===== src/rtl/saturation_signed_divide.sv =====
// saturation_signed_divide
//   Iterative restoring signed divider: out = (a << OFFSET) / b, truncated
//   toward zero and saturated to OUT_SIZE bits. One quotient bit per clock.
//
// Ports
//   clk        system clock, rising edge
//   rst        synchronous reset, active-high
//   start      request a division; accepted only while busy=0
//   a          signed dividend, sampled on the accepting edge
//   b          signed divisor, sampled on the accepting edge
//   busy       high from the accepting edge until out_valid rises
//   out        signed saturated quotient, held until the next result
//   rem        signed remainder (sign of a); 0 on divide-by-zero or saturation
//   out_valid  one-cycle pulse when out/rem/sat/div_zero update
//   sat        result clipped, or divide-by-zero; held with out
//   div_zero   divisor was zero; held with out
module saturation_signed_divide #(
  parameter int A_SIZE   = 8,
  parameter int B_SIZE   = 4,
  parameter int OFFSET   = 0,
  parameter int OUT_SIZE = 8
) (
  input  logic                       clk,
  input  logic                       rst,
  input  logic                       start,
  input  logic signed [A_SIZE-1:0]   a,
  input  logic signed [B_SIZE-1:0]   b,
  output logic                       busy,
  output logic signed [OUT_SIZE-1:0] out,
  output logic signed [B_SIZE-1:0]   rem,
  output logic                       out_valid,
  output logic                       sat,
  output logic                       div_zero
);

  localparam int N  = A_SIZE + OFFSET;
  localparam int CW = (N > 1) ? $clog2(N) : 1;
  // Wide enough to compare the quotient magnitude against 2^(OUT_SIZE-1)
  // whichever of N and OUT_SIZE is larger.
  localparam int QW = ((N > OUT_SIZE) ? N : OUT_SIZE) + 1;

  typedef enum logic [1:0] {
    IDLE,
    CALC,
    FIX
  } state_e;

  state_e            state_q;
  // Dividend magnitude shifts out MSB-first while quotient bits shift in at
  // the LSB, so after N iterations this register holds the quotient.
  logic [N-1:0]      dvd_q;
  logic [B_SIZE-1:0] prem_q;
  logic [B_SIZE-1:0] bmag_q;
  logic [CW-1:0]     cnt_q;
  logic              aneg_q;
  logic              qneg_q;
  logic              bzero_q;

  logic [A_SIZE-1:0]   amag_d;
  logic [B_SIZE-1:0]   bmag_d;
  logic [N-1:0]        dvd_d;
  logic [B_SIZE-1:0]   shifted;
  logic [B_SIZE-1:0]   diff;
  logic                ge;
  logic [QW-1:0]       qmag;
  logic [QW-1:0]       maxp;
  logic [QW-1:0]       minn_mag;
  logic [OUT_SIZE-1:0] out_d;
  logic [B_SIZE-1:0]   rem_d;
  logic                sat_d;

  // Magnitudes of the inputs. |most negative| lands exactly on the MSB of an
  // unsigned word of the same width, so no extra bit is needed.
  always_comb begin
    amag_d = a[A_SIZE-1] ? (~a + A_SIZE'(1)) : a;
    bmag_d = b[B_SIZE-1] ? (~b + B_SIZE'(1)) : b;
    dvd_d  = N'(amag_d) << OFFSET;
  end

  // One restoring step. The partial remainder is always < |b| <= 2^(B_SIZE-1),
  // so its top bit is zero and the shifted value still fits in B_SIZE bits.
  // With b=0 the values are garbage but the result is overridden in FIX.
  always_comb begin
    shifted = {prem_q[B_SIZE-2:0], dvd_q[N-1]};
    ge      = (shifted >= bmag_q);
    diff    = shifted - bmag_q;
  end

  // Sign application and saturation on the finished quotient.
  always_comb begin
    qmag     = QW'(dvd_q);
    maxp     = (QW'(1) << (OUT_SIZE - 1)) - QW'(1);
    minn_mag = QW'(1) << (OUT_SIZE - 1);
    out_d    = '0;
    rem_d    = '0;
    sat_d    = 1'b0;
    if (bzero_q) begin
      out_d = aneg_q ? minn_mag[OUT_SIZE-1:0] : maxp[OUT_SIZE-1:0];
      sat_d = 1'b1;
    end else if (!qneg_q && (qmag > maxp)) begin
      out_d = maxp[OUT_SIZE-1:0];
      sat_d = 1'b1;
    end else if (qneg_q && (qmag > minn_mag)) begin
      out_d = minn_mag[OUT_SIZE-1:0];
      sat_d = 1'b1;
    end else begin
      // A zero magnitude negates to zero, so no negative zero appears.
      out_d = qneg_q ? (~qmag[OUT_SIZE-1:0] + OUT_SIZE'(1)) : qmag[OUT_SIZE-1:0];
      rem_d = aneg_q ? (~prem_q + B_SIZE'(1)) : prem_q;
    end
  end

  always_ff @(posedge clk) begin
    if (rst) begin
      state_q   <= IDLE;
      dvd_q     <= '0;
      prem_q    <= '0;
      bmag_q    <= '0;
      cnt_q     <= '0;
      aneg_q    <= 1'b0;
      qneg_q    <= 1'b0;
      bzero_q   <= 1'b0;
      busy      <= 1'b0;
      out       <= '0;
      rem       <= '0;
      out_valid <= 1'b0;
      sat       <= 1'b0;
      div_zero  <= 1'b0;
    end else begin
      out_valid <= 1'b0;
      case (state_q)
        IDLE: begin
          if (start) begin
            aneg_q  <= a[A_SIZE-1];
            qneg_q  <= a[A_SIZE-1] ^ b[B_SIZE-1];
            bzero_q <= (b == '0);
            dvd_q   <= dvd_d;
            bmag_q  <= bmag_d;
            prem_q  <= '0;
            cnt_q   <= CW'(N - 1);
            busy    <= 1'b1;
            state_q <= CALC;
          end
        end
        CALC: begin
          dvd_q  <= {dvd_q[N-2:0], ge};
          prem_q <= ge ? diff : shifted;
          if (cnt_q == '0) begin
            state_q <= FIX;
          end else begin
            cnt_q <= cnt_q - CW'(1);
          end
        end
        FIX: begin
          out       <= out_d;
          rem       <= rem_d;
          sat       <= sat_d;
          div_zero  <= bzero_q;
          out_valid <= 1'b1;
          busy      <= 1'b0;
          state_q   <= IDLE;
        end
        default: state_q <= IDLE;
      endcase
    end
  end

endmodule


===== config.mk =====
export PLATFORM = sky130hd
export DESIGN_NAME = saturation_signed_divide
export DESIGN_NICKNAME = d
export VERILOG_FILES = /design/src/rtl/saturation_signed_divide.sv
export SDC_FILE = /design/constraint.sdc
export NUM_CORES = 1
export LEC_CHECK = 0
export BUFFER_PORTS_ARGS = -buffer_cell sky130_fd_sc_hd__clkbuf_2
export CAP_MARGIN = 30
export CORE_MARGIN = 3
export CORE_UTILIZATION = 56
export DETAILED_ROUTE_END_ITERATION = 8
export PLACE_DENSITY = 0.78
export SLEW_MARGIN = 20
export SYNTH_ARGS = -nofsm -noshare
export SYNTH_HDL_FRONTEND = slang
export SYNTH_SLANG_ARGS = --single-unit

===== constraint.sdc =====
create_clock -name clk -period 2.1 [get_ports clk]
set_input_delay 0.105 -clock clk [delete_from_list [all_inputs] [get_ports clk]]
set_output_delay 0.105 -clock clk [all_outputs]
set_load 0.05 [all_outputs]

Word level (Yosys, flattened, before mapping)
Index checks and enable logic that the tools add are counted.
{"block": "word_totals", "word_cells": 74, "register_bits": 40}
{"block": "classes", "bitwise": 5, "mux": 28, "n_lt_le_gt_ge": 3, "reduce_logical": 13, "eq_ne": 5, "addsub": 6}
{"cell": "two-way mux 8 bit", "count": 7}
{"cell": "two-way mux 4 bit", "count": 7}
{"cell": "NOT 8 bit", "count": 2}
{"cell": "case mux 8 bit (2 select lines)", "count": 1}
{"cell": "adder 8 x 1 -> 8 bit (second input constant)", "count": 1}
{"cell": "adder 8 x 2 -> 8 bit (second input constant)", "count": 1}
{"cell": "> comparator 8 x 7 -> 1 bit (second input constant)", "count": 1}
{"cell": "> comparator 8 bit (second input constant)", "count": 1}
{"cell": "NOT 4 bit", "count": 2}
{"cell": "case mux 4 bit (2 select lines)", "count": 1}
{"cell": "AND reduction 2 bit", "count": 4}
{"cell": "two-way mux 3 bit", "count": 2}
{"cell": "inequality test 2 bit (second input constant)", "count": 3}
{"cell": "case mux 3 bit (2 select lines)", "count": 1}
{"cell": "two-way mux 1 bit", "count": 5}
{"cell": "adder 4 x 1 -> 4 bit (second input constant)", "count": 1}
{"cell": "adder 4 x 2 -> 4 bit (second input constant)", "count": 1}
{"cell": "greater-or-equal comparator 4 bit", "count": 1}
{"cell": "logical NOT 4 bit", "count": 1}
{"cell": "two-way mux 2 bit", "count": 2}
{"cell": "case mux 2 bit (2 select lines)", "count": 1}
{"cell": "nonzero test 2 bit", "count": 2}
{"cell": "subtractor 4 bit", "count": 1}
{"cell": "logical NOT 3 bit", "count": 1}
{"cell": "9 further kinds", "count": 10}

Logic depth before layout (Yosys ltp)
{"block": "depth", "ltp_word": 6, "ltp_mapped": 9, "mapped_depth_nobuf": 8}

Worst setup path before layout
No wires, ideal clock.
{"block": "synth_path", "path_kind": "register to register", "from": "register dvd_q[7]", "to": "register prem_q[2]", "path_slack_ps": 144, "stages_incl_launch_ff": 10, "period_less_slack_ps": 1956, "setup_ps": 117, "t_arrival_ps": 1839, "required_time_ps": 1983, "path_cell_list": "dfxtp_1 -> clkbuf_1 -> inv_1 -> ha_1 -> inv_1 -> fa_1 -> a21oi_1 -> o21ai_1 -> mux2i_1 -> a22o_1"}
{"block": "synth_via", "elab_chain_cells": 3, "elab_cells_between_ends": 4, "cone_classes": "add/sub: 1; order compare: 1; mux: 2"}
{"item": "start, declared", "line": "51", "rtl": "logic [N-1:0] dvd_q;"}
{"item": "start signal, assigned", "line": "137", "rtl": "dvd_q <= dvd_d;"}
{"item": "start signal, assigned", "line": "146", "rtl": "dvd_q <= {dvd_q[N-2:0], ge};"}
{"item": "subtractor 4 bit or greater-or-equal comparator 4 bit (tied branches)", "line": "86, 85"}
{"item": "two-way mux 4 bit (*)", "line": "147", "rtl": "prem_q <= ge ? diff : shifted;"}
{"item": "case mux 4 bit (2 select lines) (*)", "line": "131", "rtl": "case (state_q)"}
{"item": "end signal, assigned", "line": "147"}
{"item": "end, declared", "line": "52", "rtl": "logic [B_SIZE-1:0] prem_q;"}
Mark *: on every way between the ends. The rest lies on a longest branch, timed or not.
A chain may end at the register's enable or synchronous reset.

Final worst setup path
{"block": "layout_path", "from": "register dvd_q[7]", "to": "register dvd_q[0]"}
{"block": "layout_via", "elab_chain_cells": 2}
{"item": "greater-or-equal comparator 4 bit", "line": "85", "rtl": "ge = (shifted >= bmag_q);"}
{"item": "case mux 8 bit (2 select lines)", "line": "131"}
No other way between the ends.

==> impl_metrics.csv <==
group,metric,value,unit
logic_synthesis,syn_area_per_cell,8.67,µm²
global_routing,grt_pass1_wl,7580,µm
global_routing,largest_net_degree_at_the_start_of_global_routing,32,
logic_synthesis,mappedNetlistArea,2110,µm²
floorplanning,dieArea,4530,µm²
power,pwr_dens,785,nW/µm²
setup_path,kind_of_cell_adding_the_most_delay_to_the_critical_path,"compound AO/OA/AOI/OAI gates",
final_layout,layout.nets,304,
setup_path,endpoint_kind,"register",
sta,timing_max_transition_violations_final,0,
global_routing,vias_in_the_first_global_route,1579,
sta,timing.final.hold_violations,0,
logic_synthesis,syn-num-nets,269,
route,route.final.wire_length,4630,µm
run_status,status,"complete, no violations",
logic_synthesis,ys_dominant_reg_cell,"dfxtp_1",
sta,clock.fmax,542,MHz
cts,post_cts.resized_instances,0,
route,ant_nets,0,
setup_path,cpMostUsedCell,"inv_1",
floorplanning,core_region_area,3470,µm²
final_layout,layout_commonest_cell,"dfxtp_1",
global_routing,grt_remaining_overflow,0,
sta,final_setup_skew,0.00639,ns
route,drt_first_pass_iters,4,
cts,cts_tree,"done",
cts,worstSkewPairLatency,0.29,ns
final_layout,synthToLayoutAreaGrowth,16.0,%
setup_path,timing.critical_path.fanout_max,7,
final_layout,layout_common_cells,"dfxtp_1 (40), clkbuf_2 (30), nand2_1 (21), nor2_1 (21), inv_1 (19)",
final_layout,layout-drive-gt1-share,0.176,
floorplanning,pin_count,31,
sta,maxSlewHeadroom,0.500,
floorplanning,die_width,67.3,µm
setup_path,critPathArrivalTime,2.02,ns
final_layout,antenna-diode-count,0,
sta,tightestPinTransition,0.748,ns
setup_path,biggest_cell_delay_along_the_critical_path,0.40,ns
sta,fin_setup_tns,0,ns
placement,routabilityCongestion,0.810,
route,routed-via-count,1857,
route,drt-wirelength-per-cell,14.2,µm
floorplanning,die_h,67.3,µm
min_path,worst_hold_path_type,"in2reg",
sta,period_minus_slack,1.85,ns
power,total_leakage_power,0.00103,µW
cts,cts.reportedPaths.clkPinSlew,0.08,ns
cts,cts_inserted_buffers,5,
cts,postCtsSetupRepairBufs,0,
placement,final_hpwl_from_detailed_placement,3470,µm
floorplanning,placementRows,21,
logic_synthesis,ys.warnings.count,0,
power,worst_ir_drop_on_vdd,0.548,mV
setup_path,worst_setup_path_start_kind,"register",
setup_path,cp_cell_sequence,"inv_1 -> ha_1 -> inv_1 -> fa_1 -> a21oi_1 -> o21ai_2 -> a222oi_1 -> nor2_1",
cts,cts.sinks,40,
logic_synthesis,synth-edff-count,0,
setup_path,timing.setup.critical_path_class,"reg2reg",
floorplanning,initial_utilization,0.608,
sta,post-route-period-util,0.879,
global_routing,global_route.usage.total,0.222,
cts,ctsHtreeMaxLevel,2,
route,detail_route.iter0.violations,179,
sta,finalHoldWorstSlack,0.0821,ns
logic_synthesis,async_reset_ff_frac,0,
cts,post_cts_hold_buffer_count,0,
cts,cts_root_buffer,"clkbuf_8",
logic_synthesis,ys_seq_area_frac,0.380,
global_routing,grt_antenna_before_repair,0,
logic_synthesis,synthesis.instances,243,
setup_path,crit_required,2.27,ns
logic_synthesis,yosysUniqueCellTypes,49,
sta,grt_setup_unrepaired,"false",
logic_synthesis,ys_ff_latch,40,
route,drt_drc,0,
job,timing.max_cap.violations,0,
cts,cts-root-to-sink-buffers,2,
sta,setup_viol,0,
setup_path,cp_num_buf_inv,2,
setup_path,worst_path_max_delay_cell,"fa_1",
route,route.detailed.vias_per_inst,5.71,
placement,place.port_buffers,30,
==> per-layer routing <==
metal / vias to the layer above / wire (µm) / track usage
li1: 949 / - / -
met1: 854 / 2140 / 0.295
met2: 50 / 2210 / 0.356
met3: 4 / 228 / 0.0532
met4: 0 / 48 / 0.0709
met5: - / 0 / 0
==> power breakdown <==
part / switching [µW] / internal [µW]
sequential: 52.4 / 809
clock: 258 / 353
combinational: 258 / 188
total: 568 / 1350
==> final cells by class <==
class / count / area, µm²
multi-input cells: 173 / 1190
fillers: 296 / 1020
flip-flops and latches: 40 / 801
repair buffers: 39 / 218
clock buffers: 6 / 72.6
inverters: 19 / 71.3
well taps: 46 / 57.6
clock inverters: 2 / 35.0
==> cell families (layout without fill, tap and decap cells) <==
logic type	after synthesis	after routing	synth area share
DFF	40	40	0.380
and+or+nand+nor	79	79	0.192
buffers and inverters	30	66	0.0570
muxes	4	4	0.0190
adders and majority gates	11	11	0.0689
AOI/OAI and AO/OA	66	66	0.229
xor gates and xnor gates	13	13	0.0540
==> registers in the layout (all words and copies together), names as in the netlist <==
| name | cells |
|---|---|
| aneg_q | 1 |
| bmag_q | 4 |
| busy | 1 |
| bzero_q | 1 |
| cnt_q | 3 |
| div_zero | 1 |
| dvd_q | 8 |
| out | 8 |
| out_valid | 1 |
| prem_q | 4 |
| qneg_q | 1 |
| rem | 4 |
| sat | 1 |
| state_q | 2 |
==> final timing paths <==
| check | startpoint | cells after the start | end | slack (ns) |
|---|---|---|---|---|
| setup / recovery | dvd_q[7] | 8 | dvd_q[0] | 0.25 |
| hold / removal | b[0] | 3 | bmag_q[0] | 0.08 |
| setup reg to reg | dvd_q[7] | 8 | dvd_q[0] | 0.25 |
| hold reg to reg | rem[1] | 2 | rem[1] | 0.44 |
==> cells in the mapped netlist, drive strengths merged, types with 2 or more instances <==
| cell type | n | area (µm²) |
|---|---|---|
| o211ai | 2 | 15.0 |
| nor3b | 3 | 22.5 |
| a222oi | 4 | 40.0 |
| inv | 19 | 71.3 |
| xor2 | 4 | 35.0 |
| a22oi | 4 | 30.0 |
| a221o | 5 | 50.1 |
| o2bb2ai | 2 | 17.5 |
| or4 | 2 | 18.8 |
| and2 | 4 | 25.0 |
| a21oi | 10 | 50.1 |
| o21ai | 11 | 55.1 |
| a22o | 2 | 17.5 |
| o31ai | 4 | 30.0 |
| a31oi | 2 | 12.5 |
| a211oi | 8 | 60.1 |
| nor2b | 6 | 37.5 |
| nor3 | 4 | 20.0 |
| or3 | 2 | 12.5 |
| buf | 2 | 15.0 |
| ha | 10 | 125 |
| dfxtp | 40 | 801 |
| o221ai | 2 | 17.5 |
| nor4b | 3 | 26.3 |
| mux2i | 4 | 40.0 |
| clkbuf | 9 | 33.8 |
| nand3 | 4 | 20.0 |
| nand2b | 5 | 31.3 |
| xnor2 | 9 | 78.8 |
| nor2 | 21 | 78.8 |
| nand2 | 21 | 78.8 |
==> metrics by stage <==
step	utilization	setup slack, ns	std cells	instance area [µm²]	total power, µW
floorplan	-	0.144	243	2110	1200
global placement	0.673	0.256	317	2330	1300
detailed placement	0.673	0.171	317	2330	1320
CTS	0.704	0.157	325	2440	1930
global route	0.705	0.0867	325	2440	2020
finish	0.705	0.254	325	2440	1920
==> worst min-delay path, cell delays in order <==
cell	delay, ns
clkbuf_2	0.10
nand2_1	0.06
a21oi_1	0.05
No activity file was read; power rests on OpenSTA's default activity.
